<file path="src/rtl/vm_pkg.sv">
// vm_pkg: shared definitions for the multi-slot vending-machine controller.
//   - vm_state_e   : controller state encoding (doubles as the status code)
//   - STATUS_*     : 4-bit status codes presented on the status output
//   - COIN_ONE/TEN : accepted coin values
//   - price_of()   : extracts one slot price from a packed price vector
package vm_pkg;

    typedef enum logic [1:0] {
        ST_IDLE    = 2'd0,
        ST_COLLECT = 2'd1,
        ST_VEND    = 2'd2,
        ST_CHANGE  = 2'd3
    } vm_state_e;

    localparam logic [3:0] STATUS_IDLE    = 4'd0;
    localparam logic [3:0] STATUS_COLLECT = 4'd1;
    localparam logic [3:0] STATUS_VEND    = 4'd2;
    localparam logic [3:0] STATUS_CHANGE  = 4'd3;

    localparam int unsigned COIN_ONE = 1;
    localparam int unsigned COIN_TEN = 10;

    // Widest packed price vector price_of() accepts (8 slots x 32 bits).
    localparam int unsigned PRICE_VEC_MAX = 256;

    function automatic logic [3:0] status_of(input vm_state_e s);
        case (s)
            ST_IDLE:    status_of = STATUS_IDLE;
            ST_COLLECT: status_of = STATUS_COLLECT;
            ST_VEND:    status_of = STATUS_VEND;
            default:    status_of = STATUS_CHANGE;
        endcase
    endfunction

    // Slot idx occupies bits [idx*width +: width] of prices.
    function automatic logic [31:0] price_of(input logic [PRICE_VEC_MAX-1:0] prices,
                                             input int unsigned idx,
                                             input int unsigned width);
        logic [31:0] mask;
        mask = (width >= 32) ? '1 : ((32'd1 << width) - 32'd1);
        price_of = 32'(prices >> (idx * width)) & mask;
    endfunction

endpackage

</file>
<file path="src/rtl/vm_multi_ctrl_if.sv">
// vm_multi_ctrl_if: front-panel / actuator bundle of the vending controller.
//   master : front panel + dispenser side (drives coins, cancel, buy, restock, vend_ack)
//   slave  : controller side (drives occupy, credit, vend_*, ret_*, coin_reject,
//            err_funds, sold_out, status)
interface vm_multi_ctrl_if #(
    parameter int unsigned NUM_GOODS = 4,
    parameter int unsigned CREDIT_W  = 8
);
    localparam int unsigned IDX_W = (NUM_GOODS > 1) ? $clog2(NUM_GOODS) : 1;

    logic                 one_yuan;
    logic                 ten_yuan;
    logic                 cancel;
    logic [NUM_GOODS-1:0] buy;
    logic                 restock;
    logic                 vend_ack;

    logic                 occupy;
    logic [CREDIT_W-1:0]  credit;
    logic                 vend_valid;
    logic [IDX_W-1:0]     vend_idx;
    logic                 ret_ten;
    logic                 ret_one;
    logic                 coin_reject;
    logic                 err_funds;
    logic [NUM_GOODS-1:0] sold_out;
    logic [3:0]           status;

    modport master (
        output one_yuan, ten_yuan, cancel, buy, restock, vend_ack,
        input  occupy, credit, vend_valid, vend_idx, ret_ten, ret_one,
               coin_reject, err_funds, sold_out, status
    );

    modport slave (
        input  one_yuan, ten_yuan, cancel, buy, restock, vend_ack,
        output occupy, credit, vend_valid, vend_idx, ret_ten, ret_one,
               coin_reject, err_funds, sold_out, status
    );

endinterface

</file>
<file path="src/rtl/vm_change_disp.sv">
// vm_change_disp: paced change dispenser.
//   clk, rst (async, active-low)
//   start      : load credit_in and begin paying out (ignored while busy or if 0)
//   credit_in  : amount to return
//   ret_ten    : registered pulse, one ten-yuan coin returned
//   ret_one    : registered pulse, one one-yuan coin returned
//   done       : high in the cycle whose closing edge issues the final pulse
//   credit_out : remaining credit (already reduced by the pulse being shown)
// First pulse follows the loading edge by one cycle, then one every RET_GAP cycles.
module vm_change_disp #(
    parameter int unsigned CREDIT_W = 8,
    parameter int unsigned RET_GAP  = 4
) (
    input  logic                clk,
    input  logic                rst,
    input  logic                start,
    input  logic [CREDIT_W-1:0] credit_in,
    output logic                ret_ten,
    output logic                ret_one,
    output logic                done,
    output logic [CREDIT_W-1:0] credit_out
);
    import vm_pkg::*;

    localparam int unsigned         GAP_W = (RET_GAP > 1) ? $clog2(RET_GAP) : 1;
    localparam logic [CREDIT_W-1:0] TEN   = CREDIT_W'(COIN_TEN);
    localparam logic [CREDIT_W-1:0] ONE   = CREDIT_W'(COIN_ONE);

    logic                active_q, active_d;
    logic [CREDIT_W-1:0] cred_q, cred_d;
    logic [GAP_W-1:0]    gap_q, gap_d;
    logic                ret_ten_q, ret_ten_d;
    logic                ret_one_q, ret_one_d;

    always_comb begin
        active_d  = active_q;
        cred_d    = cred_q;
        gap_d     = gap_q;
        ret_ten_d = 1'b0;
        ret_one_d = 1'b0;
        done      = 1'b0;
        if (!active_q) begin
            if (start && (credit_in != '0)) begin
                active_d = 1'b1;
                cred_d   = credit_in;
                gap_d    = '0;
            end
        end else if (gap_q == '0) begin
            if (cred_q >= TEN) begin
                ret_ten_d = 1'b1;
                cred_d    = cred_q - TEN;
            end else begin
                ret_one_d = 1'b1;
                cred_d    = cred_q - ONE;
            end
            gap_d = GAP_W'(RET_GAP - 1);
            if (cred_d == '0) begin
                active_d = 1'b0;
                done     = 1'b1;
            end
        end else begin
            gap_d = gap_q - 1'b1;
        end
    end

    always_ff @(posedge clk or negedge rst) begin
        if (!rst) begin
            active_q  <= 1'b0;
            cred_q    <= '0;
            gap_q     <= '0;
            ret_ten_q <= 1'b0;
            ret_one_q <= 1'b0;
        end else begin
            active_q  <= active_d;
            cred_q    <= cred_d;
            gap_q     <= gap_d;
            ret_ten_q <= ret_ten_d;
            ret_one_q <= ret_one_d;
        end
    end

    assign ret_ten    = ret_ten_q;
    assign ret_one    = ret_one_q;
    assign credit_out = cred_q;

endmodule

</file>
<file path="src/rtl/vm_multi_ctrl.sv">
// vm_multi_ctrl: NUM_GOODS-slot vending-machine controller.
//   clk, rst (async, active-low)
//   bus.slave inputs : one_yuan, ten_yuan, cancel, buy[], restock, vend_ack
//   bus.slave outputs: occupy, credit, vend_valid, vend_idx, ret_ten, ret_one,
//                      coin_reject, err_funds, sold_out[], status
// Holds the session FSM, per-slot stock and idle timeout; change payout is
// delegated to vm_change_disp, which owns the credit while in CHANGE.
module vm_multi_ctrl #(
    parameter int unsigned                   NUM_GOODS   = 4,
    parameter int unsigned                   CREDIT_W    = 8,
    parameter logic [NUM_GOODS*CREDIT_W-1:0] PRICES      = {8'd25, 8'd15, 8'd10, 8'd5},
    parameter int unsigned                   CREDIT_MAX  = 99,
    parameter int unsigned                   STOCK_W     = 4,
    parameter int unsigned                   STOCK_INIT  = 8,
    parameter int unsigned                   TIMEOUT_CYC = 1000,
    parameter int unsigned                   RET_GAP     = 4
) (
    input  logic           clk,
    input  logic           rst,
    vm_multi_ctrl_if.slave bus
);
    import vm_pkg::*;

    localparam int unsigned      IDX_W    = (NUM_GOODS > 1) ? $clog2(NUM_GOODS) : 1;
    localparam int unsigned      TMO_W    = (TIMEOUT_CYC > 1) ? $clog2(TIMEOUT_CYC) : 1;
    localparam logic [TMO_W-1:0] TMO_LAST = TMO_W'(TIMEOUT_CYC - 1);

    vm_state_e            state_q, state_d;
    logic [CREDIT_W-1:0]  credit_q, credit_d;
    logic [STOCK_W-1:0]   stock_q [NUM_GOODS];
    logic [STOCK_W-1:0]   stock_d [NUM_GOODS];
    logic [TMO_W-1:0]     tmo_q, tmo_d;
    logic                 vend_valid_q, vend_valid_d;
    logic [IDX_W-1:0]     vend_idx_q, vend_idx_d;
    logic                 coin_rej_q, coin_rej_d;
    logic                 err_funds_q, err_funds_d;
    logic [NUM_GOODS-1:0] sold_out_q, sold_out_d;

    logic                 chg_start, chg_done, chg_ten, chg_one;
    logic [CREDIT_W-1:0]  chg_credit;

    logic                 buy_any, sel_empty;
    logic [IDX_W-1:0]     buy_sel;
    logic [CREDIT_W-1:0]  sel_price;
    logic                 coin_any, coin_both, coin_ovf;
    logic [CREDIT_W:0]    coin_sum;

    // Lowest-index buy request wins.
    always_comb begin
        buy_any   = 1'b0;
        buy_sel   = '0;
        sel_price = '0;
        sel_empty = 1'b1;
        for (int unsigned i = 0; i < NUM_GOODS; i++) begin
            if (bus.buy[i] && !buy_any) begin
                buy_any   = 1'b1;
                buy_sel   = IDX_W'(i);
                sel_price = CREDIT_W'(price_of(PRICE_VEC_MAX'(PRICES), i, CREDIT_W));
                sel_empty = (stock_q[i] == '0);
            end
        end
    end

    always_comb begin
        coin_any  = bus.one_yuan | bus.ten_yuan;
        coin_both = bus.one_yuan & bus.ten_yuan;
        coin_sum  = {1'b0, credit_q} + (bus.ten_yuan ? (CREDIT_W+1)'(COIN_TEN)
                                                     : (CREDIT_W+1)'(COIN_ONE));
        coin_ovf  = coin_sum > (CREDIT_W+1)'(CREDIT_MAX);
    end

    always_comb begin
        state_d      = state_q;
        credit_d     = credit_q;
        stock_d      = stock_q;
        tmo_d        = '0;
        vend_valid_d = vend_valid_q;
        vend_idx_d   = vend_idx_q;
        coin_rej_d   = 1'b0;
        err_funds_d  = 1'b0;
        chg_start    = 1'b0;

        case (state_q)
            ST_IDLE: begin
                if (bus.restock) begin
                    for (int unsigned i = 0; i < NUM_GOODS; i++) begin
                        stock_d[i] = STOCK_W'(STOCK_INIT);
                    end
                end
                if (coin_any && !coin_both && !coin_ovf) begin
                    state_d  = ST_COLLECT;
                    credit_d = coin_sum[CREDIT_W-1:0];
                end else begin
                    coin_rej_d = coin_any;
                end
            end

            ST_COLLECT: begin
                if (bus.cancel) begin
                    coin_rej_d = coin_any;
                    if (credit_q != '0) begin
                        state_d   = ST_CHANGE;
                        chg_start = 1'b1;
                    end else begin
                        state_d = ST_IDLE;
                    end
                end else if (buy_any) begin
                    coin_rej_d = coin_any;
                    if (!sel_empty) begin
                        if (credit_q < sel_price) begin
                            err_funds_d = 1'b1;
                        end else begin
                            credit_d     = credit_q - sel_price;
                            vend_idx_d   = buy_sel;
                            vend_valid_d = 1'b1;
                            state_d      = ST_VEND;
                            for (int unsigned i = 0; i < NUM_GOODS; i++) begin
                                if (IDX_W'(i) == buy_sel) begin
                                    stock_d[i] = stock_q[i] - 1'b1;
                                end
                            end
                        end
                    end
                end else if (coin_any && !coin_both && !coin_ovf) begin
                    credit_d = coin_sum[CREDIT_W-1:0];
                end else begin
                    // No accepted activity: a rejected coin does not hold off the timeout.
                    coin_rej_d = coin_any;
                    if (tmo_q == TMO_LAST) begin
                        if (credit_q != '0) begin
                            state_d   = ST_CHANGE;
                            chg_start = 1'b1;
                        end else begin
                            state_d = ST_IDLE;
                        end
                    end else begin
                        tmo_d = tmo_q + 1'b1;
                    end
                end
            end

            ST_VEND: begin
                coin_rej_d = coin_any;
                if (bus.vend_ack) begin
                    vend_valid_d = 1'b0;
                    if (credit_q != '0) begin
                        state_d   = ST_CHANGE;
                        chg_start = 1'b1;
                    end else begin
                        state_d = ST_IDLE;
                    end
                end
            end

            default: begin
                coin_rej_d = coin_any;
                if (chg_done) begin
                    state_d  = ST_IDLE;
                    credit_d = '0;
                end
            end
        endcase

        for (int unsigned i = 0; i < NUM_GOODS; i++) begin
            sold_out_d[i] = (stock_d[i] == '0);
        end
    end

    always_ff @(posedge clk or negedge rst) begin
        if (!rst) begin
            state_q      <= ST_IDLE;
            credit_q     <= '0;
            for (int unsigned i = 0; i < NUM_GOODS; i++) begin
                stock_q[i] <= STOCK_W'(STOCK_INIT);
            end
            tmo_q        <= '0;
            vend_valid_q <= 1'b0;
            vend_idx_q   <= '0;
            coin_rej_q   <= 1'b0;
            err_funds_q  <= 1'b0;
            sold_out_q   <= '0;
        end else begin
            state_q      <= state_d;
            credit_q     <= credit_d;
            stock_q      <= stock_d;
            tmo_q        <= tmo_d;
            vend_valid_q <= vend_valid_d;
            vend_idx_q   <= vend_idx_d;
            coin_rej_q   <= coin_rej_d;
            err_funds_q  <= err_funds_d;
            sold_out_q   <= sold_out_d;
        end
    end

    vm_change_disp #(
        .CREDIT_W (CREDIT_W),
        .RET_GAP  (RET_GAP)
    ) u_change (
        .clk        (clk),
        .rst        (rst),
        .start      (chg_start),
        .credit_in  (credit_q),
        .ret_ten    (chg_ten),
        .ret_one    (chg_one),
        .done       (chg_done),
        .credit_out (chg_credit)
    );

    assign bus.occupy      = (state_q != ST_IDLE);
    assign bus.credit      = (state_q == ST_CHANGE) ? chg_credit : credit_q;
    assign bus.vend_valid  = vend_valid_q;
    assign bus.vend_idx    = vend_idx_q;
    assign bus.ret_ten     = chg_ten;
    assign bus.ret_one     = chg_one;
    assign bus.coin_reject = coin_rej_q;
    assign bus.err_funds   = err_funds_q;
    assign bus.sold_out    = sold_out_q;
    assign bus.status      = status_of(state_q);

endmodule

</file>
<file path="src/flat_wrapper.sv">
// flat-port wrapper written by rule: the top's interface ports become plain ports
module vm_multi_ctrl_flat import vm_pkg::*;
#(
    parameter int unsigned                   NUM_GOODS   = 4,
    parameter int unsigned                   CREDIT_W    = 8,
    parameter logic [NUM_GOODS*CREDIT_W-1:0] PRICES      = {8'd25, 8'd15, 8'd10, 8'd5},
    parameter int unsigned                   CREDIT_MAX  = 99,
    parameter int unsigned                   STOCK_W     = 4,
    parameter int unsigned                   STOCK_INIT  = 8,
    parameter int unsigned                   TIMEOUT_CYC = 1000,
    parameter int unsigned                   RET_GAP     = 4
)
  (clk, rst, bus_one_yuan, bus_ten_yuan, bus_cancel, bus_buy, bus_restock, bus_vend_ack, bus_occupy, bus_credit, bus_vend_valid, bus_vend_idx, bus_ret_ten, bus_ret_one, bus_coin_reject, bus_err_funds, bus_sold_out, bus_status);
  vm_multi_ctrl_if #(.NUM_GOODS(NUM_GOODS), .CREDIT_W(CREDIT_W)) bus_i ();
  input  logic clk;
  input  logic rst;
  input wire logic [$bits(bus_i.one_yuan)-1:0] bus_one_yuan;
  input wire logic [$bits(bus_i.ten_yuan)-1:0] bus_ten_yuan;
  input wire logic [$bits(bus_i.cancel)-1:0] bus_cancel;
  input wire logic [$bits(bus_i.buy)-1:0] bus_buy;
  input wire logic [$bits(bus_i.restock)-1:0] bus_restock;
  input wire logic [$bits(bus_i.vend_ack)-1:0] bus_vend_ack;
  output wire logic [$bits(bus_i.occupy)-1:0] bus_occupy;
  output wire logic [$bits(bus_i.credit)-1:0] bus_credit;
  output wire logic [$bits(bus_i.vend_valid)-1:0] bus_vend_valid;
  output wire logic [$bits(bus_i.vend_idx)-1:0] bus_vend_idx;
  output wire logic [$bits(bus_i.ret_ten)-1:0] bus_ret_ten;
  output wire logic [$bits(bus_i.ret_one)-1:0] bus_ret_one;
  output wire logic [$bits(bus_i.coin_reject)-1:0] bus_coin_reject;
  output wire logic [$bits(bus_i.err_funds)-1:0] bus_err_funds;
  output wire logic [$bits(bus_i.sold_out)-1:0] bus_sold_out;
  output wire logic [$bits(bus_i.status)-1:0] bus_status;
  assign bus_i.one_yuan = bus_one_yuan;
  assign bus_i.ten_yuan = bus_ten_yuan;
  assign bus_i.cancel = bus_cancel;
  assign bus_i.buy = bus_buy;
  assign bus_i.restock = bus_restock;
  assign bus_i.vend_ack = bus_vend_ack;
  assign bus_occupy = bus_i.occupy;
  assign bus_credit = bus_i.credit;
  assign bus_vend_valid = bus_i.vend_valid;
  assign bus_vend_idx = bus_i.vend_idx;
  assign bus_ret_ten = bus_i.ret_ten;
  assign bus_ret_one = bus_i.ret_one;
  assign bus_coin_reject = bus_i.coin_reject;
  assign bus_err_funds = bus_i.err_funds;
  assign bus_sold_out = bus_i.sold_out;
  assign bus_status = bus_i.status;
  vm_multi_ctrl #(.NUM_GOODS(NUM_GOODS), .CREDIT_W(CREDIT_W), .PRICES(PRICES), .CREDIT_MAX(CREDIT_MAX), .STOCK_W(STOCK_W), .STOCK_INIT(STOCK_INIT), .TIMEOUT_CYC(TIMEOUT_CYC), .RET_GAP(RET_GAP)) u_core (.clk(clk), .rst(rst), .bus(bus_i));
endmodule
</file>
<file path="config.mk">
export PLATFORM = sky130hd
export DESIGN_NAME = vm_multi_ctrl_flat
export DESIGN_NICKNAME = d
export VERILOG_FILES = /design/src/rtl/vm_pkg.sv /design/src/rtl/vm_multi_ctrl_if.sv /design/src/rtl/vm_change_disp.sv /design/src/rtl/vm_multi_ctrl.sv /design/src/flat_wrapper.sv
export SDC_FILE = /design/constraint.sdc
export NUM_CORES = 1
export LEC_CHECK = 0
export CORE_ASPECT_RATIO = 1.1
export CORE_MARGIN = 3
export CORE_UTILIZATION = 50
export DETAILED_ROUTE_END_ITERATION = 10
export GPL_TIMING_DRIVEN = 1
export PLACE_DENSITY = 0.7
export REMOVE_ABC_BUFFERS = 1
export SLEW_MARGIN = 40
export SYNTH_ARGS = -nofsm -noshare
export SYNTH_HDL_FRONTEND = slang
export SYNTH_SLANG_ARGS = --single-unit
</file>
<file path="constraint.sdc">
create_clock -name clk -period 6.5 [get_ports clk]
set_clock_uncertainty 0.1 [all_clocks]
set_input_delay 0.65 -clock clk [delete_from_list [all_inputs] [get_ports clk]]
set_output_delay 0.65 -clock clk [all_outputs]
set_load 0.01 [all_outputs]
</file>
Yosys cells after proc, flatten, opt, wreduce, memory -nomap -nowiden --
Index checks and enable logic that the tools add are counted.
Word-level totals: register bits 58, latch bits 0, memory bits (writable) 0, ROM bits 0, bits of input ports 11, output and inout bits 24, logic and storage cells 185, memories 0
Operators by class: $add $sub $neg 10, multipliers 0, divide/modulo/power cells 0, $lt $le $gt $ge 3, equal/unequal tests 20, shifts and indexed selects 0, mux-type cells 95, bitwise operators 6, reduce and logical (&&, ||, !) cells 34
Operators with widths (count):
- $mux W8 | 13
- $mux W16 | 5
- $mux W10 | 5
- $mux W1 | 41
- $logic_not A4 Y1 | 8
- $pmux W16 S2 | 1
- $mux W2 | 15
- $mux W4 | 7
- $pmux W8 S3 | 1
- $sub A4 B1 Y4 const B | 4
- $pmux W2 S3 | 2
- $add A10 B1 Y10 const B | 1
- $eq A10 B10 Y1 const B | 1
- $reduce_and A5 Y1 | 2
- $add A8 B9 Y9 | 1
- $gt A9 B7 Y1 const B | 1
- $ge A8 B4 Y1 const B | 1
- $logic_not A8 Y1 | 1
- $lt A8 B5 Y1 | 1
- $ne A2 B2 Y1 const B | 4
- $ne A4 B4 Y1 const B | 2
- $reduce_bool A8 Y1 | 1
- $sub A8 B1 Y8 const B | 1
- $sub A8 B4 Y8 const B | 1
- 25 further kinds | 48

Depth between registers and ports, before layout --
Gate-level depths: netlist of the first run.
word-level depth 18, gate-level depth with buffers 14, depth with buffers taken out 13

Modules after synthesis --
From an unflattened synthesis of the first run, not the netlist that was laid out.
Second synthesis, totals: cells, all modules 509, area total of the unflattened synthesis 4428.0 sq um
By module, submodules not included:
- vm_multi_ctrl | instances 1, cells an instance 394, area an instance 3429.5 sq um, seq. area each 1131.1 sq um
- vm_change_disp | instances 1, cells an instance 115, area an instance 998.5 sq um, seq. area each 325.3 sq um

Worst setup path before layout of the first run --
No wires, ideal clock.
path type input-to-reg, start input port bus_buy[1], end register u_core.sold_out_q[0] (netlist: u_core.bus.sold_out[0]), setup time 86 ps, arrival 3300 ps, data required time 6314 ps, slack 3014 ps, stages 14, path buffers 2, cells stage by stage or4b_1 clkbuf_1 nand2_1 ha_1 inv_1 fa_1 a21o_1 a21oi_1 o211ai_1 clkbuf_1 nand3_1 xnor2_1 a22o_1 nor3_1
RTL lines:
- start, declared | RTL line flat_wrapper.sv:20 | input wire logic [$bits(bus_i.buy)-1:0] bus_buy;
- end signal, assigned | RTL line vm_multi_ctrl.sv:191 | sold_out_q <= sold_out_d;
- end, declared | RTL line vm_multi_ctrl.sv:37 | logic [NUM_GOODS-1:0] sold_out_q, sold_out_d;

Final worst setup path of the first run --
start input port bus_buy[0], end register u_core.credit_q[7]
Between the ends: cells in the longest elaborated chain, start to end 16, elaborated cells between the ends (all ways) 28, classes of those cells add/sub (1); order compare (1); eq/ne (2); mux (17); reduce/logical (7)
Ends and longest elaborated chain:
- $mux W1 | RTL line vm_multi_ctrl.sv:55 | if (bus.buy[i] && !buy_any) begin
- $logic_not A1 Y1 | RTL line vm_multi_ctrl.sv:55
- $logic_and A1 B1 Y1 | RTL line vm_multi_ctrl.sv:55
- $mux W1 | RTL line vm_multi_ctrl.sv:55
- $logic_not A1 Y1 | RTL line vm_multi_ctrl.sv:55
- $logic_and A1 B1 Y1 | RTL line vm_multi_ctrl.sv:55
- $mux W1 | RTL line vm_multi_ctrl.sv:55
- $logic_not A1 Y1 | RTL line vm_multi_ctrl.sv:55
- $logic_and A1 B1 Y1 | RTL line vm_multi_ctrl.sv:55
- $mux W5 | RTL line vm_multi_ctrl.sv:55
- $sub A8 B5 Y8 | RTL line vm_multi_ctrl.sv:113 | credit_d = credit_q - sel_price;
- $mux W8 | RTL line vm_multi_ctrl.sv:110 | if (credit_q < sel_price) begin
- $mux W8 | RTL line vm_multi_ctrl.sv:109 | if (!sel_empty) begin
- $mux W8 | RTL line vm_multi_ctrl.sv:107 | end else if (buy_any) begin
- $mux W8 | RTL line vm_multi_ctrl.sv:99 | if (bus.cancel) begin
- $pmux W8 S3 | RTL line vm_multi_ctrl.sv:83 | case (state_q)
- end signal, assigned | RTL line vm_multi_ctrl.sv:184 | credit_q <= credit_d;
- end, declared | RTL line vm_multi_ctrl.sv:29 | logic [CREDIT_W-1:0] credit_q, credit_d;
Several ways; a longest one is shown, not always the timed one. The select of a mux whose other input is x is not followed. A chain may end at the register's enable or synchronous reset.

==> results of run 1 <==
==> routing by layer <==
layer | vias to the layer above | wire length, um
li1 | 1793 | -
met5 | - | 0
met1 | 1808 | 4760
met4 | 0 | 108
met2 | 98 | 4840
met3 | 14 | 513
==> cell usage after synthesis, drive strengths merged, types with 5 or more instances <==
master / number
mux2: 9
mux2i: 10
o31ai: 6
nor2: 36
nand2: 38
nor2b: 9
a32oi: 5
a21o: 6
o2bb2ai: 6
nor3b: 5
a22o: 8
a21oi: 31
clkbuf: 14
xor2: 8
o21ai: 23
dfrtp: 54
nor4: 10
and3: 7
o22ai: 6
ha: 23
inv: 31
buf: 11
nand3: 18
xnor2: 13
nor3: 16
nand4: 9
==> through the flow <==
step / hold slack [ps] / cell area [um2] / power [uW]
after floorplan: 254 / 4120 / 1540
after global placement: 362 / 4590 / 1910
final: 264 / 4830 / 2340
after detailed placement: 373 / 4600 / 1940
after global routing: 315 / 4830 / 2530
after CTS: 381 / 4820 / 2330
==> worst max-delay path by stage <==
| stage | start | to | slack [ps] | depth (start not counted) |
|---|---|---|---|---|
| after floorplan | bus_buy[1] | u_core.credit_q[7]$_DFFE_PN0P_ | 2850 | 9 |
| after global placement | bus_buy[0] | u_core.credit_q[7]$_DFFE_PN0P_ | 1860 | 10 |
| after detailed placement | bus_buy[0] | u_core.state_q[0]$_DFFE_PN0P_ | 1960 | 14 |
| after CTS | bus_buy[0] | u_core.state_q[0]$_DFFE_PN0P_ | 2310 | 14 |
| after global routing | bus_buy[0] | u_core.state_q[0]$_DFFE_PN0P_ | 1980 | 14 |
| final | bus_buy[0] | u_core.credit_q[7]$_DFFE_PN0P_ | 2290 | 11 |
==> state kept, by name (all words and copies together), names as in the netlist, 2 cells and up <==
| name | cells |
|---|---|
| u_core.tmo_q | 10 |
| u_core.u_change.credit_out | 8 |
| u_core.bus.sold_out | 4 |
| u_core.u_change.gap_q | 2 |
| u_core.bus.vend_idx | 2 |
| u_core.credit_q | 8 |
| u_core.stock_q | 16 |
| u_core.state_q | 2 |
==> power breakdown <==
part	total (uW)	leakage, uW	switching (uW)	internal, uW
Combinational	1310	0.00119	718	593
Sequential	646	0.000746	166	480
Clock	385	0.000110	166	219
==> cell type report <==
type / count / area, um2 / share of cell area, %
multi-input cells: 365 / 2550 / 52.9
flip-flops and latches: 58 / 1460 / 30.1
repair buffers: 35 / 342 / 7.07
well taps: 108 / 135 / 2.80
clock buffers: 9 / 124 / 2.56
inverters: 31 / 116 / 2.41
clock inverters: 7 / 103 / 2.12
==> logic make-up after synthesis <==
family	synth area share [%]
other	0.0875
adder cells (fa/ha/maj)	7.65
XOR/XNOR	4.47
multiplexers	4.70
AO/OA/AOI/OAI	20.1
buffers and inverters	6.60
AND/OR/NAND/NOR	22.5
flip-flops	34.0
==> worst reg2reg max path: cells and delay by family (launching register included) <==
family,cells,cell delay [ps]
flip-flops,1,400
AND/OR/NAND/NOR,2,260
buffers and inverters,3,460
adder cells (fa/ha/maj),2,410
AO/OA/AOI/OAI,5,1460
==> reports/summary.txt, run 1 <==
Final WL: 10.2 mm
Top delay family on crit path: compound AO/OA/AOI/OAI gates
Hpwl dp: 7.32 mm
Layout cell share with drive strength beyond 1: 11.3%
Number of global-route vias before repair: 3560
Top_reg_cell synth: dfrtp_1
Total gr overflow: 0
Initial antenna violation count: 0
Met2 GRT Util: 36.8%
Die Ht: 103 um
Worst R2R Start: u_core.credit_q[0]$_DFFE_PN0P_
Area contributors post-synth: dfrtp_1 32%, ha_1 6.7%, a21oi_1 3.6%
Seq/Total Area, Yosys: 34.0%
CTS max path bufs: 2
Slew headroom: 60.3%
YS warnings: 0
Synth top area share: 31.5%
Setup repair bufs after CTS: 0
Clock transition at the registers of the reported paths: 80 ps
Die W: 94.3 um
Worst skew pair latency: 340 ps
Num CTS Buffers: 9
Ant diodes: 0
Period utilization: 64.8%
CTS tree: built
Syn avg cell area: 8.97 um2
Final setup TNS: 0 ps
Top cell type by total area after synthesis: dfrtp_1
Post-route minimum period: 4210 ps
Min-Delay Path Class: in -> async
Clock sink count: 58
# IOs: 35
Core region area: 0.00813 mm2
Worst setup margin: 2290 ps
Total GRT Usage: 22.4%
R2R cell count: 12
Most common cell after layout, fill and taps aside: dfrtp_1
Worst EP required: 6630 ps
Largest net degree at the start of global routing: 59
Global-route met1 utilization: 29.6%
Starting density of the core: 52.8%
Synthesized flop and latch total: 58
RSZ-0062 raised after global routing: no
First-pass GRT wire length: 17.1 mm
Status: finished clean
Most frequent cells in the layout: 54 x dfrtp_1, 38 x nand2_1, 36 x nor2_1, 31 x a21oi_1, 31 x clkdlybuf4s50_1
CP Capture Type: register
WL per Instance: 16.7 um
CTS hold repair buffers: 0
Worst-path cell chain: clkdlybuf4s50_1, or4b_1, and2_1, ha_1, a21oi_1, o211ai_1, buf_4, nand2_1, a21boi_2, nand3_2, a221o_1
Peak supply drop: 0.000249 V
Asr flop ratio synth: 100%
Full die area: 0.00972 mm2
Max incr delay on CP: 700 ps
Pwr Density: 485 mW/mm2
Worst Path Buf+Inv: 2
H-tree levels: 3
Synth cell types: 74
Gp weighted congestion: 0.867
Fin util: 59.5%
CTS Root Cell: clkbuf_8
Final Max Slew Viols: 0
Drt first pass iters: 5
Flop2flop setup slack: 3290 ps
Final setup viols: 0
Worst setup SP type: input port
Post-Syn Instances: 478
GRT busiest layer: met2
Vias per std cell: 6.06
Crit Path Class: in -> reg
Placed cells: 597
P_leak: 0.00204 uW
Worst Path Arrival: 4340 ps
Final Hold Vio Count: 0
Met3 global-route usage: 5.18%
Slew @ Worst Pin: 583 ps
Fillers: 708
Final Non-Filler Cells: 613
Post-Syn Area: 0.00429 mm2
Post-CTS sizing: 0
1st-iter DRT viols: 125
Worst reg2reg endpoint: u_core.credit_q[7]$_DFFE_PN0P_
CP max-delay cell: or4b_1
Largest fanout on the critical path: 11
DP Worst Slack: 1960 ps
EDFF count, synth: 0
F_max: 238 MHz
Max-cap viol count: 0
Layout Nets: 536
ANT nets after route: 0
I/O Buffers: 32
Drc violations: 0
Via count: 3713
Area Growth Syn to Fin: 12.7%
Num rows: 34
No activity file was read; power rests on OpenSTA's default activity.
==> run 2, diff against run 1 <==
==> constraint.sdc (replaced) <==
create_clock -name clk -period 3.9 [get_ports clk]
set_clock_uncertainty 0.1 [all_clocks]
set_input_delay 0.39 -clock clk [delete_from_list [all_inputs] [get_ports clk]]
set_output_delay 0.39 -clock clk [all_outputs]
set_load 0.01 [all_outputs]
==> reports/summary.txt, run 2 (synthesized netlist as in run 1, its figures left out) <==
Status: finished clean
Area Growth Syn to Fin: 14.3%
Worst setup margin: 303 ps (-1990 ps)
I/O Buffers: 32 (unchanged)
Flop2flop setup slack: 730 ps (-2560 ps)
Layout cell share with drive strength beyond 1: 13.1% (+1.8 points)
Full die area: 0.00972 mm2 (unchanged)
P_leak: 0.00209 uW (+2.5%)
Die W: 94.3 um (unchanged)
Worst EP required: 4060 ps (-2570 ps)
# IOs: 35 (unchanged)
Slew @ Worst Pin: 656 ps (+72.2 ps)
Setup repair bufs after CTS: 0 (unchanged)
Num CTS Buffers: 9 (unchanged)
Peak supply drop: 0.000365 V (+46%)
Max-cap viol count: 0 (unchanged)
Setup crit start: bus_buy[1]
Total GRT Usage: 24.3% (+1.9 points)
Final Hold Vio Count: 0 (unchanged)
Worst setup SP type: input port
1st-iter DRT viols: 187 (+50%)
Pwr Density: 797 mW/mm2 (+64%)
Worst skew pair latency: 350 ps (about the same)
Vias per std cell: 6.00 (-1.0%)
Hold Crit Start: u_core.tmo_q[0]$_DFF_PN0_
Worst hold slack: 382 ps (+118 ps)
H-tree levels: 3 (unchanged)
CTS tree: built
Worst Path Arrival: 3760 ps (-580 ps)
Starting density of the core: 52.8% (unchanged)
Number of global-route vias before repair: 3772 (+6.0%)
Die Ht: 103 um (unchanged)
Drt first pass iters: 5 (unchanged)
CP Capture Type: register
Core region area: 0.00813 mm2 (unchanged)
Clock transition at the registers of the reported paths: 80 ps (about the same)
Most flop-heavy register: u_core.stock_q
Hold Path Depth: 1
Final WL: 10.8 mm (+5.4%)
R2R cell count: 9 (-3)
Most frequent cells in the layout: 54 x dfrtp_1, 38 x nand2_1, 36 x nor2_1, 31 x a21oi_1, 31 x clkdlybuf4s50_1
Crit Path Class: in -> reg
Post-CTS sizing: 0 (unchanged)
First-pass GRT wire length: 18.3 mm (+7.3%)
Final setup viols: 0 (unchanged)
RSZ-0062 raised after global routing: no
F_max: 278 MHz
Ant diodes: 0 (unchanged)
Worst R2R Start: u_core.u_change.credit_out[1]$_DFFE_PN0P_
Num rows: 34 (unchanged)
Worst Hold End: u_core.tmo_q[0]$_DFF_PN0_
Hpwl dp: 7.86 mm (+7.3%)
ANT nets after route: 0 (unchanged)
Min-Delay Path Class: reg -> reg
Period utilization: 92.2%
Initial antenna violation count: 0 (unchanged)
Gp weighted congestion: 0.910 (+5.0%)
Total gr overflow: 0 (unchanged)
Largest fanout on the critical path: 8 (-3)
Via count: 3754 (+1.1%)
Final Max Slew Viols: 0 (unchanged)
Worst reg2reg endpoint: u_core.credit_q[7]$_DFFE_PN0P_
Post-route minimum period: 3600 ps
WL per Instance: 17.2 um (+3.2%)
Clock sink count: 58 (unchanged)
Drc violations: 0 (unchanged)
Flip-flop count of the largest register after layout: 16 (unchanged)
Slew headroom: 56.3% (-4.0 points)
DP Worst Slack: -35.7 ps (-1990 ps)
CTS max path bufs: 2 (unchanged)
Largest net degree at the start of global routing: 37 (-37%)
Most common cell after layout, fill and taps aside: dfrtp_1
CTS Root Cell: clkbuf_8
Top flop regs: u_core.stock_q x16, u_core.tmo_q x10
Layout Nets: 549 (+2.4%)
-- run 2: power breakdown --
group	internal, uW	leakage (uW)	switching (uW)
logic	1020	0.00124	1230
clock network	313	0.000103	270
registers	801	0.000746	275
-- run 2: worst max-delay path, stage by stage --
cell	delay [ps]
clkdlybuf4s50_1	410
or4b_1	580
nand2_1	100
ha_1	140
inv_1	60
fa_1	400
a21o_1	190
a21oi_1	300
o211ai_1	290
buf_4	260
nand3_1	80
xnor2_1	70
a22o_1	260
nor3_1	210
-- run 2: metal layers --
metal / part of all wire (%) / global-route usage [%]
met5: 0 / 0
met4: 1.7 / 8.22
met3: 4.8 / 5.62
met2: 48 / 39.1
met1: 46 / 32.3
-- run 2: worst max path at each step --
stage,slack (ps),cells past startpoint,to
2_1_floorplan,510,9,u_core.credit_q[7]$_DFFE_PN0P_
3_3_place_gp,120,14,u_core.bus.sold_out[0]$_DFF_PN0_
3_5_place_dp,-40,14,u_core.bus.sold_out[0]$_DFF_PN0_
4_1_cts,320,14,u_core.bus.sold_out[1]$_DFF_PN0_
5_1_grt,120,14,u_core.bus.sold_out[0]$_DFF_PN0_
6_report,300,14,u_core.bus.sold_out[0]$_DFF_PN0_
-- run 2: final cells by class --
cell class | instances | area, um2
Clock buffer | 10 | 138
Tap cell | 108 | 135
Multi-Input combinational cell | 365 | 2550
Sequential cell | 58 | 1460
Fill cell | 721 | 3230
Inverter | 31 | 116
Timing Repair Buffer | 48 | 438
Clock inverter | 6 | 65.1
-- run 2: repair_timing --
| item | CTS | global route |
|---|---|---|
| endpoints found under the setup margin | 0 | 0 |
| endpoints found under the hold margin | 22 | 0 |
| hold buffers | 1 | 0 |
-- run 2: stage by stage --
stage / setup TNS (ps) / total power [uW] / instances / area, um2 / utilization [%]
floorplan: 0 / 2560 / 454 / 4120 / -
global placement: 0 / 3250 / 609 / 4690 / 57.7
detailed placement: -35.7 / 3290 / 609 / 4690 / 57.7
CTS: 0 / 3900 / 626 / 4900 / 60.3
global route: 0 / 4240 / 626 / 4900 / 60.3
finish: 0 / 3910 / 626 / 4900 / 60.3
